## config.mk

```make
export PLATFORM = sky130hd
export DESIGN_NAME = serial_latch_rx
export DESIGN_NICKNAME = d
export VERILOG_FILES = /design/src/rtl/serial_latch_rx.sv
export SDC_FILE = /design/constraint.sdc
export NUM_CORES = 1
export LEC_CHECK = 0
export ABC_AREA = 1
export BUFFER_PORTS_ARGS = -buffer_cell sky130_fd_sc_hd__buf_2
export CORE_UTILIZATION = 55
export CTS_CLUSTER_DIAMETER = 60
export DETAILED_ROUTE_END_ITERATION = 6
export PLACE_DENSITY_LB_ADDON = 0.3
export SETUP_SLACK_MARGIN = 0.02
export SKIP_LAST_GASP = 1
export SYNTH_ARGS = -nofsm -noshare
export SYNTH_HDL_FRONTEND = slang
export SYNTH_SLANG_ARGS = --single-unit
```

## constraint.sdc

```tcl
create_clock -name Clk -period 2.7 [get_ports Clk]
set_clock_uncertainty 0.15 [all_clocks]
set_input_delay 0.135 -clock Clk [delete_from_list [all_inputs] [get_ports Clk]]
set_output_delay 0.135 -clock Clk [all_outputs]
set_load 0.03 [all_outputs]
```

## src/rtl/serial_latch_rx.sv

```systemverilog
// serial_latch_rx: receive side of the three-wire shift/latch serial link.
// Oversamples SH_CP/ST_CP/DS on Clk, rebuilds DATA_WIDTH-bit words MSB first,
// and presents good words on a valid/ack holding register with frame-error
// and overrun reporting.
module serial_latch_rx #(
  parameter int unsigned DATA_WIDTH = 16
) (
  input  logic                  Clk,
  input  logic                  Rst,
  input  logic                  SH_CP,
  input  logic                  ST_CP,
  input  logic                  DS,
  input  logic                  Data_ack,
  input  logic                  Ovr_clr,
  output logic [DATA_WIDTH-1:0] Data_out,
  output logic                  Data_vld,
  output logic                  Frm_err,
  output logic                  Overrun
);

  // Bit counter saturates one past a full word so long frames stay "bad".
  localparam int unsigned CNT_MAX = DATA_WIDTH + 1;
  localparam int unsigned CNT_W   = $clog2(CNT_MAX + 1);
  localparam logic [CNT_W-1:0] CNT_FULL = CNT_W'(DATA_WIDTH);
  localparam logic [CNT_W-1:0] CNT_SAT  = CNT_W'(CNT_MAX);
  localparam logic [CNT_W-1:0] CNT_ONE  = CNT_W'(1);

  // Synchronizer chains: [0]=sync1, [1]=sync2, [2]=edge-detect history.
  logic [2:0] sh_sync;
  logic [2:0] st_sync;
  logic [1:0] ds_sync;

  logic sh_rise;
  logic st_rise;
  logic ds_bit;

  // Word assembly state.
  logic [DATA_WIDTH-1:0] shreg;
  logic [CNT_W-1:0]      bit_cnt;

  // Next-state values.
  logic [DATA_WIDTH-1:0] shreg_nxt;
  logic [CNT_W-1:0]      bit_cnt_nxt;
  logic [DATA_WIDTH-1:0] data_nxt;
  logic                  vld_nxt;
  logic                  ferr_nxt;
  logic                  ovr_nxt;

  // Latch classification of the current ST_CP rise.
  logic word_good;
  logic frame_bad;

  // Bring the asynchronous link lines into the Clk domain.
  always_ff @(posedge Clk or posedge Rst) begin
    if (Rst) begin
      sh_sync <= '0;
      st_sync <= '0;
      ds_sync <= '0;
    end else begin
      sh_sync <= {sh_sync[1:0], SH_CP};
      st_sync <= {st_sync[1:0], ST_CP};
      ds_sync <= {ds_sync[0], DS};
    end
  end

  // Rise detection on the synchronized clocks; DS aligns with the SH_CP rise.
  always_comb begin
    sh_rise = sh_sync[1] & ~sh_sync[2];
    st_rise = st_sync[1] & ~st_sync[2];
    ds_bit  = ds_sync[1];
  end

  // Judge a latch on the pre-shift bit count.
  always_comb begin
    word_good = 1'b0;
    frame_bad = 1'b0;
    if (st_rise) begin
      if (bit_cnt == CNT_FULL) begin
        word_good = 1'b1;
      end else if (bit_cnt != '0) begin
        frame_bad = 1'b1;
      end
    end
  end

  // Next-state for shift register, bit counter and the output holding register.
  always_comb begin
    shreg_nxt   = shreg;
    bit_cnt_nxt = bit_cnt;
    data_nxt    = Data_out;
    vld_nxt     = Data_vld;
    ferr_nxt    = 1'b0;
    ovr_nxt     = Overrun;

    // A coincident shift becomes bit 1 of the next frame.
    if (st_rise) begin
      bit_cnt_nxt = sh_rise ? CNT_ONE : '0;
    end else if (sh_rise && (bit_cnt != CNT_SAT)) begin
      bit_cnt_nxt = bit_cnt + CNT_ONE;
    end

    if (sh_rise) begin
      shreg_nxt = {shreg[DATA_WIDTH-2:0], ds_bit};
    end

    // A capture keeps valid high even when acked in the same cycle.
    if (word_good) begin
      data_nxt = shreg;
      vld_nxt  = 1'b1;
    end else if (Data_ack && Data_vld) begin
      vld_nxt = 1'b0;
    end

    // Setting the overrun wins over a simultaneous clear.
    if (word_good && Data_vld && !Data_ack) begin
      ovr_nxt = 1'b1;
    end else if (Ovr_clr) begin
      ovr_nxt = 1'b0;
    end

    ferr_nxt = frame_bad;
  end

  // Assembly state registers.
  always_ff @(posedge Clk or posedge Rst) begin
    if (Rst) begin
      shreg   <= '0;
      bit_cnt <= '0;
    end else begin
      shreg   <= shreg_nxt;
      bit_cnt <= bit_cnt_nxt;
    end
  end

  // Registered outputs.
  always_ff @(posedge Clk or posedge Rst) begin
    if (Rst) begin
      Data_out <= '0;
      Data_vld <= 1'b0;
      Frm_err  <= 1'b0;
      Overrun  <= 1'b0;
    end else begin
      Data_out <= data_nxt;
      Data_vld <= vld_nxt;
      Frm_err  <= ferr_nxt;
      Overrun  <= ovr_nxt;
    end
  end

endmodule

```

After elaboration in Yosys (flattened, before gate mapping)
Cells that the tools add are included.
Word-level totals
  bits of input ports: 7
  register bits: 48
  logic and storage cells: 37
  output and inout port bits: 19
Cells by class
  bitwise gates (word level): 4
  equal/unequal tests: 2
  $add $sub $neg: 1
  mux-type cells: 12
  reduce and logical (&&, ||, !) cells: 9
Operators with widths (count)
  $mux W1: 10
  $mux W5: 2
  $reduce_bool A2 Y1: 3
  $add A5 B1 Y5 const B: 1
  $eq A5 B5 Y1 const B: 1
  $ne A5 B5 Y1 const B: 1
  $reduce_bool A5 Y1: 1
  $logic_and A1 B1 Y1: 4
  $and A1 B1 Y1: 2
  $not A1 Y1: 2
  $logic_not A1 Y1: 1

Logic depth before layout (Yosys ltp)
  depth in word-level cells: 6
  mapped depth: 8
  depth with buffers taken out: 7

Least setup slack after synthesis
OpenSTA, ideal clock, no wires.
  kind: flip-flop to flip-flop
  start: register bit_cnt[0]
  end: register Data_out[10]
  library setup time: 0.118 ns
  path buffers: 1
  data required time: 2.432 ns
  path slack: 1.266 ns
  arrival time: 1.166 ns
  clock period less this slack: 1.434 ns
  stages on the path, launching flop included: 9
  path through: dfrtp_1 > inv_1 > ha_1 > inv_1 > nor2_4 > nand3_4 > buf_6 > nand2_2 > o21ai_2
On the way
  longest elaborated chain between the ends: 3
Ends and longest elaborated chain
  start, declared: RTL line 39  | logic [CNT_W-1:0] bit_cnt;
  start signal, assigned: RTL line 131  | bit_cnt <= bit_cnt_nxt;
  $eq A5 B5 Y1: RTL line 78  | if (bit_cnt == CNT_FULL) begin
  $mux W1: RTL line 78
  $mux W1: RTL line 77  | if (st_rise) begin
  end signal, assigned: RTL line 143  | Data_out <= data_nxt;
  end, declared: RTL line 15  | output logic [DATA_WIDTH-1:0] Data_out,
Every way passes these cells.
A chain may end at the register's enable or synchronous reset.

Worst setup path in the final report
  start: register bit_cnt[0]
  end: register Overrun
On the way
  longest elaborated chain between the ends: 6
  elaborated cells on any way between the ends: 7
  those cells by class: eq/ne (1); mux (3); reduce/logical (3)
Ends and longest elaborated chain
  $eq A5 B5 Y1 (*): RTL line 78
  $mux W1 (*): RTL line 78
  $mux W1 (*): RTL line 77
  $logic_and A1 B1 Y1 (*) (2 in a row): RTL line 115  | if (word_good && Data_vld && !Data_ack) begin
  $mux W1 / $reduce_bool A2 Y1 (equally long branches)
  end signal, assigned: RTL line 146  | Overrun <= ovr_nxt;
  end, declared: RTL line 18  | output logic Overrun
Every way passes the cells marked *; elsewhere a longest branch is shown, timed or not.

==> summary.txt <==
RUN STATUS
-------------------------------------------------------------------------------------
Run status ............................................................. finished, final reports clean

CLOCK NETWORK
-------------------------------------------------------------------------------------
Latest clock arrival within the worst-skew pair ........................      0.35 ns
Number of clock buffers inserted by TritonCTS ..........................            5
CTS tree ...............................................................        built
H-Tree Level Count .....................................................            2
Clock tree root buffer cell ............................................ sky130_fd_sc_hd__clkbuf_4
Longest Clk Path Bufs ..................................................            2
Number of resized instances in the post-cts repair step ................            0
Clock Sink Count .......................................................           48
Clock-pin slew of the registers on the worst-case setup and hold paths .      0.13 ns
Post-CTS Setup Repair Bufs .............................................            0

LOGIC SYNTHESIS
-------------------------------------------------------------------------------------
Syn_nets ...............................................................          203
Number of different library cells in the post-synthesis netlist ........           21
Number of register bits inferred by synthesis ..........................           48
Total number of yosys warnings .........................................            0
Count of flip-flops with a built-in enable after synthesis .............            0
Library cell occupying the most area in the post-synthesis netlist ..... sky130_fd_sc_hd__dfrtp_1
Area share of the largest cell type after synthesis ....................        59.9%
Summed instance area of the synthesized netlist ........................     2010 µm²
Leading post-synthesis cells by instance count ......................... 48 x sky130_fd_sc_hd__dfrtp_1, 36 x sky130_fd_sc_hd__nand2_1, 27 x sky130_fd_sc_hd__inv_1
Proportion of synthesized flip-flops having asynchronous set or reset ..         100%
Most used standard cell by instance count after synthesis .............. sky130_fd_sc_hd__dfrtp_1
Proportion of synthesized chip area in sequential cells ................        59.9%
Syn avg cell area ......................................................     10.4 µm²
Most instantiated flip-flop cell in the synthesis netlist .............. sky130_fd_sc_hd__dfrtp_1
Top cells by area in the synthesized netlist ........................... sky130_fd_sc_hd__dfrtp_1 60%, sky130_fd_sc_hd__o21ai_2 7.4%, sky130_fd_sc_hd__nand2_1 6.7%, sky130_fd_sc_hd__inv_1 5.1%, sky130_fd_sc_hd__o21ai_0 4.2%
Post-Synthesis Cells ...................................................          193

STA
-------------------------------------------------------------------------------------
Worst slew margin ......................................................        36.8%
Final worst path period share ..........................................        88.8%
Min cycle time layout ..................................................      2.40 ns
Slew at the pin closest to its max-slew limit ..........................     0.946 ns
Setup repair after global routing missed its margin ....................           no
Final Setup Violations .................................................            0
Count of pins over their slew limit ....................................            0
Final hold viol count ..................................................            0
Max frequency ..........................................................    0.417 GHz
Fin Setup TNS ..........................................................         0 ns

DRT
-------------------------------------------------------------------------------------
Wire length after detailed routing .....................................      3.38 mm
Total DRC errors in the routed layout ..................................            0
Remaining antenna violation count ......................................            0
Via Count ..............................................................        1,375
First-pass iteration count of the detailed router ......................            4
Starting DRC count in detailed routing .................................           65
Wirelength per Cell ....................................................      12.4 µm
Vias per cell ..........................................................         5.06

FLOORPLANNING
-------------------------------------------------------------------------------------
Starting utilization of the core area ..................................        58.7%
Die Outline Area .......................................................     3890 µm²
Core area ..............................................................     3420 µm²
I/O pin cnt ............................................................           26
Die Wd .................................................................      62.4 µm
Core Rows ..............................................................           21
Height of the die ......................................................      62.4 µm

CRITICAL PATH
-------------------------------------------------------------------------------------
Critical path's slowest cell ........................................... sky130_fd_sc_hd__dlygate4sd3_1
Critical Path Sink Type ................................................     register
CP Max Fanout ..........................................................           34
Arrival time of data at the critical path endpoint .....................      2.54 ns
Critical Path Source Type ..............................................     register
Required arrival time at the worst endpoint ............................      2.84 ns
Crit-path max cell delay ...............................................      0.56 ns
Cell with the most instances on the worst path ......................... sky130_fd_sc_hd__inv_1
Crit-path cells ........................................................ inv_1, ha_1, inv_1, nor2_4, nand3_4, o21ai_2, dlygate4sd3_1
CP Class ............................................................... register to register

GRT
-------------------------------------------------------------------------------------
Via count of the first global-routing pass .............................        1,410
Largest net degree at the start of global routing ......................           49
Global-route wire length before repair .................................      5.92 mm
Initial antenna violation count ........................................            0
Global router's overall resource usage .................................        19.4%
Global-route congestion overflow total .................................            0

PWR
-------------------------------------------------------------------------------------
Lkg Pwr ................................................................      1.15 nW
Sum of internal, switching and leakage power ...........................      1.29 mW
Worst-case vdd ir drop .................................................     0.335 mV
Power per cell area ....................................................   570 nW/µm²

JOB
-------------------------------------------------------------------------------------
Maximum capacitance violations .........................................            0

PLACEMENT
-------------------------------------------------------------------------------------
Post-detailed-placement cell area ......................................     2130 µm²
Port-buffer cells ......................................................           25
Final Wtd Congestion ...................................................        0.822
Post-placement cell count ..............................................          257
Sum of net half-perimeters after detailed placement ....................      2.24 mm

FINAL LAYOUT
-------------------------------------------------------------------------------------
Final cell count without fillers .......................................          272
Area growth from synthesis to layout ...................................        12.8%
Antenna diode count ....................................................            0
Number of nets in the final layout .....................................          235
Ratio of cells with drive above 1 in the final layout ..................        30.5%
Cell area after layout .................................................     2260 µm²

HOLD PATH
-------------------------------------------------------------------------------------
Type of the most critical hold path .................................... register to register

[cells by family (layout without fill, tap and decap cells)]
family                   Yosys count  in the layout  synth area share (%)
AO/OA/AOI/OAI                     35             35                  11.9
XOR/XNOR                           1              1                 0.437
adder cells (fa/ha/maj)            3              3                  1.87
buffers and inverters             37             70                  8.80
AND/OR/NAND/NOR                   69             69                  17.1
flip-flops                        48             48                  59.9
[registers in the layout (all words and copies together), names as in the netlist]
register	flops
sh_sync	3
st_sync	3
Frm_err	1
bit_cnt	5
Overrun	1
Data_out	16
ds_sync	2
shreg	16
Data_vld	1
[path summary, 6_finish.rpt]
check / from / end / slack [ns] / cells after the start
hold / removal: sh_sync[0] / sh_sync[1] / 0.22 / 0
hold reg to reg: sh_sync[0] / sh_sync[1] / 0.22 / 0
min in group asynchronous: Rst / sh_sync[0] / 0.39 / 3
max in group asynchronous: Rst / shreg[11] / 1.42 / 3
setup / recovery: bit_cnt[0] / Overrun / 0.30 / 7
setup reg to reg: bit_cnt[0] / Overrun / 0.30 / 7
[power breakdown]
group / internal, mW / switching (mW)
sequential: 0.775 / 0.0375
combinational: 0.0473 / 0.0979
clock: 0.129 / 0.202
total: 0.951 / 0.337
[stage by stage]
step / hold slack (ns) / setup WS (ns) / utilization, %
2_1_floorplan: 0.0164 / 1.27 / -
3_3_place_gp: 0.0941 / 0.912 / 62.5
3_5_place_dp: 0.0946 / 0.780 / 62.5
4_1_cts: 0.226 / 0.313 / 66.2
5_1_grt: 0.231 / 0.197 / 66.2
6_report: 0.220 / 0.302 / 66.2
[worst max-delay path, delay by kind of cell, from the launching register on]
kind,cells,cell delay [ns]
adder cells (fa/ha/maj),1,0.16
flip-flops,1,0.48
AO/OA/AOI/OAI,1,0.26
AND/OR/NAND/NOR,2,0.57
buffers and inverters,3,0.72
[routing by layer]
layer	up-vias	routed length, µm	global-route usage (%)
met2	38	1750	34.2
met4	0	67	10.5
li1	663	-	-
met3	7	136	3.65
met5	-	0	0
met1	667	1430	22.4
[final cells by class]
cell class                      count  area, µm²
Tap cell                           46       57.6
Multi-Input combinational cell    108        628
Fill cell                         274       1150
Timing Repair Buffer               33        203
Inverter                           29        114
Clock buffer                        8       58.8
Sequential cell                    48       1200
[layout by cell type, fill, tap and decap left out, types with 3 or more instances in the layout]
cell                            netlist  layout
sky130_fd_sc_hd__nand2_1             36      36
sky130_fd_sc_hd__nor2_1               4       4
sky130_fd_sc_hd__buf_2                2      25
sky130_fd_sc_hd__clkbuf_4             0       5
sky130_fd_sc_hd__nand2_2             13      13
sky130_fd_sc_hd__nand3_1              8       8
sky130_fd_sc_hd__dlygate4sd3_1        0       7
sky130_fd_sc_hd__ha_1                 3       3
sky130_fd_sc_hd__o21ai_2             17      17
sky130_fd_sc_hd__o21ai_0             17      17
sky130_fd_sc_hd__nand4_1              4       4
sky130_fd_sc_hd__inv_1               27      26
sky130_fd_sc_hd__dfrtp_1             48      48
[timing repair]
item,CTS,global route
setup endpoints to repair,0,0
hold buffers,7,0
endpoints found under the hold margin,53,0
No activity file was read; power rests on OpenSTA's default activity.
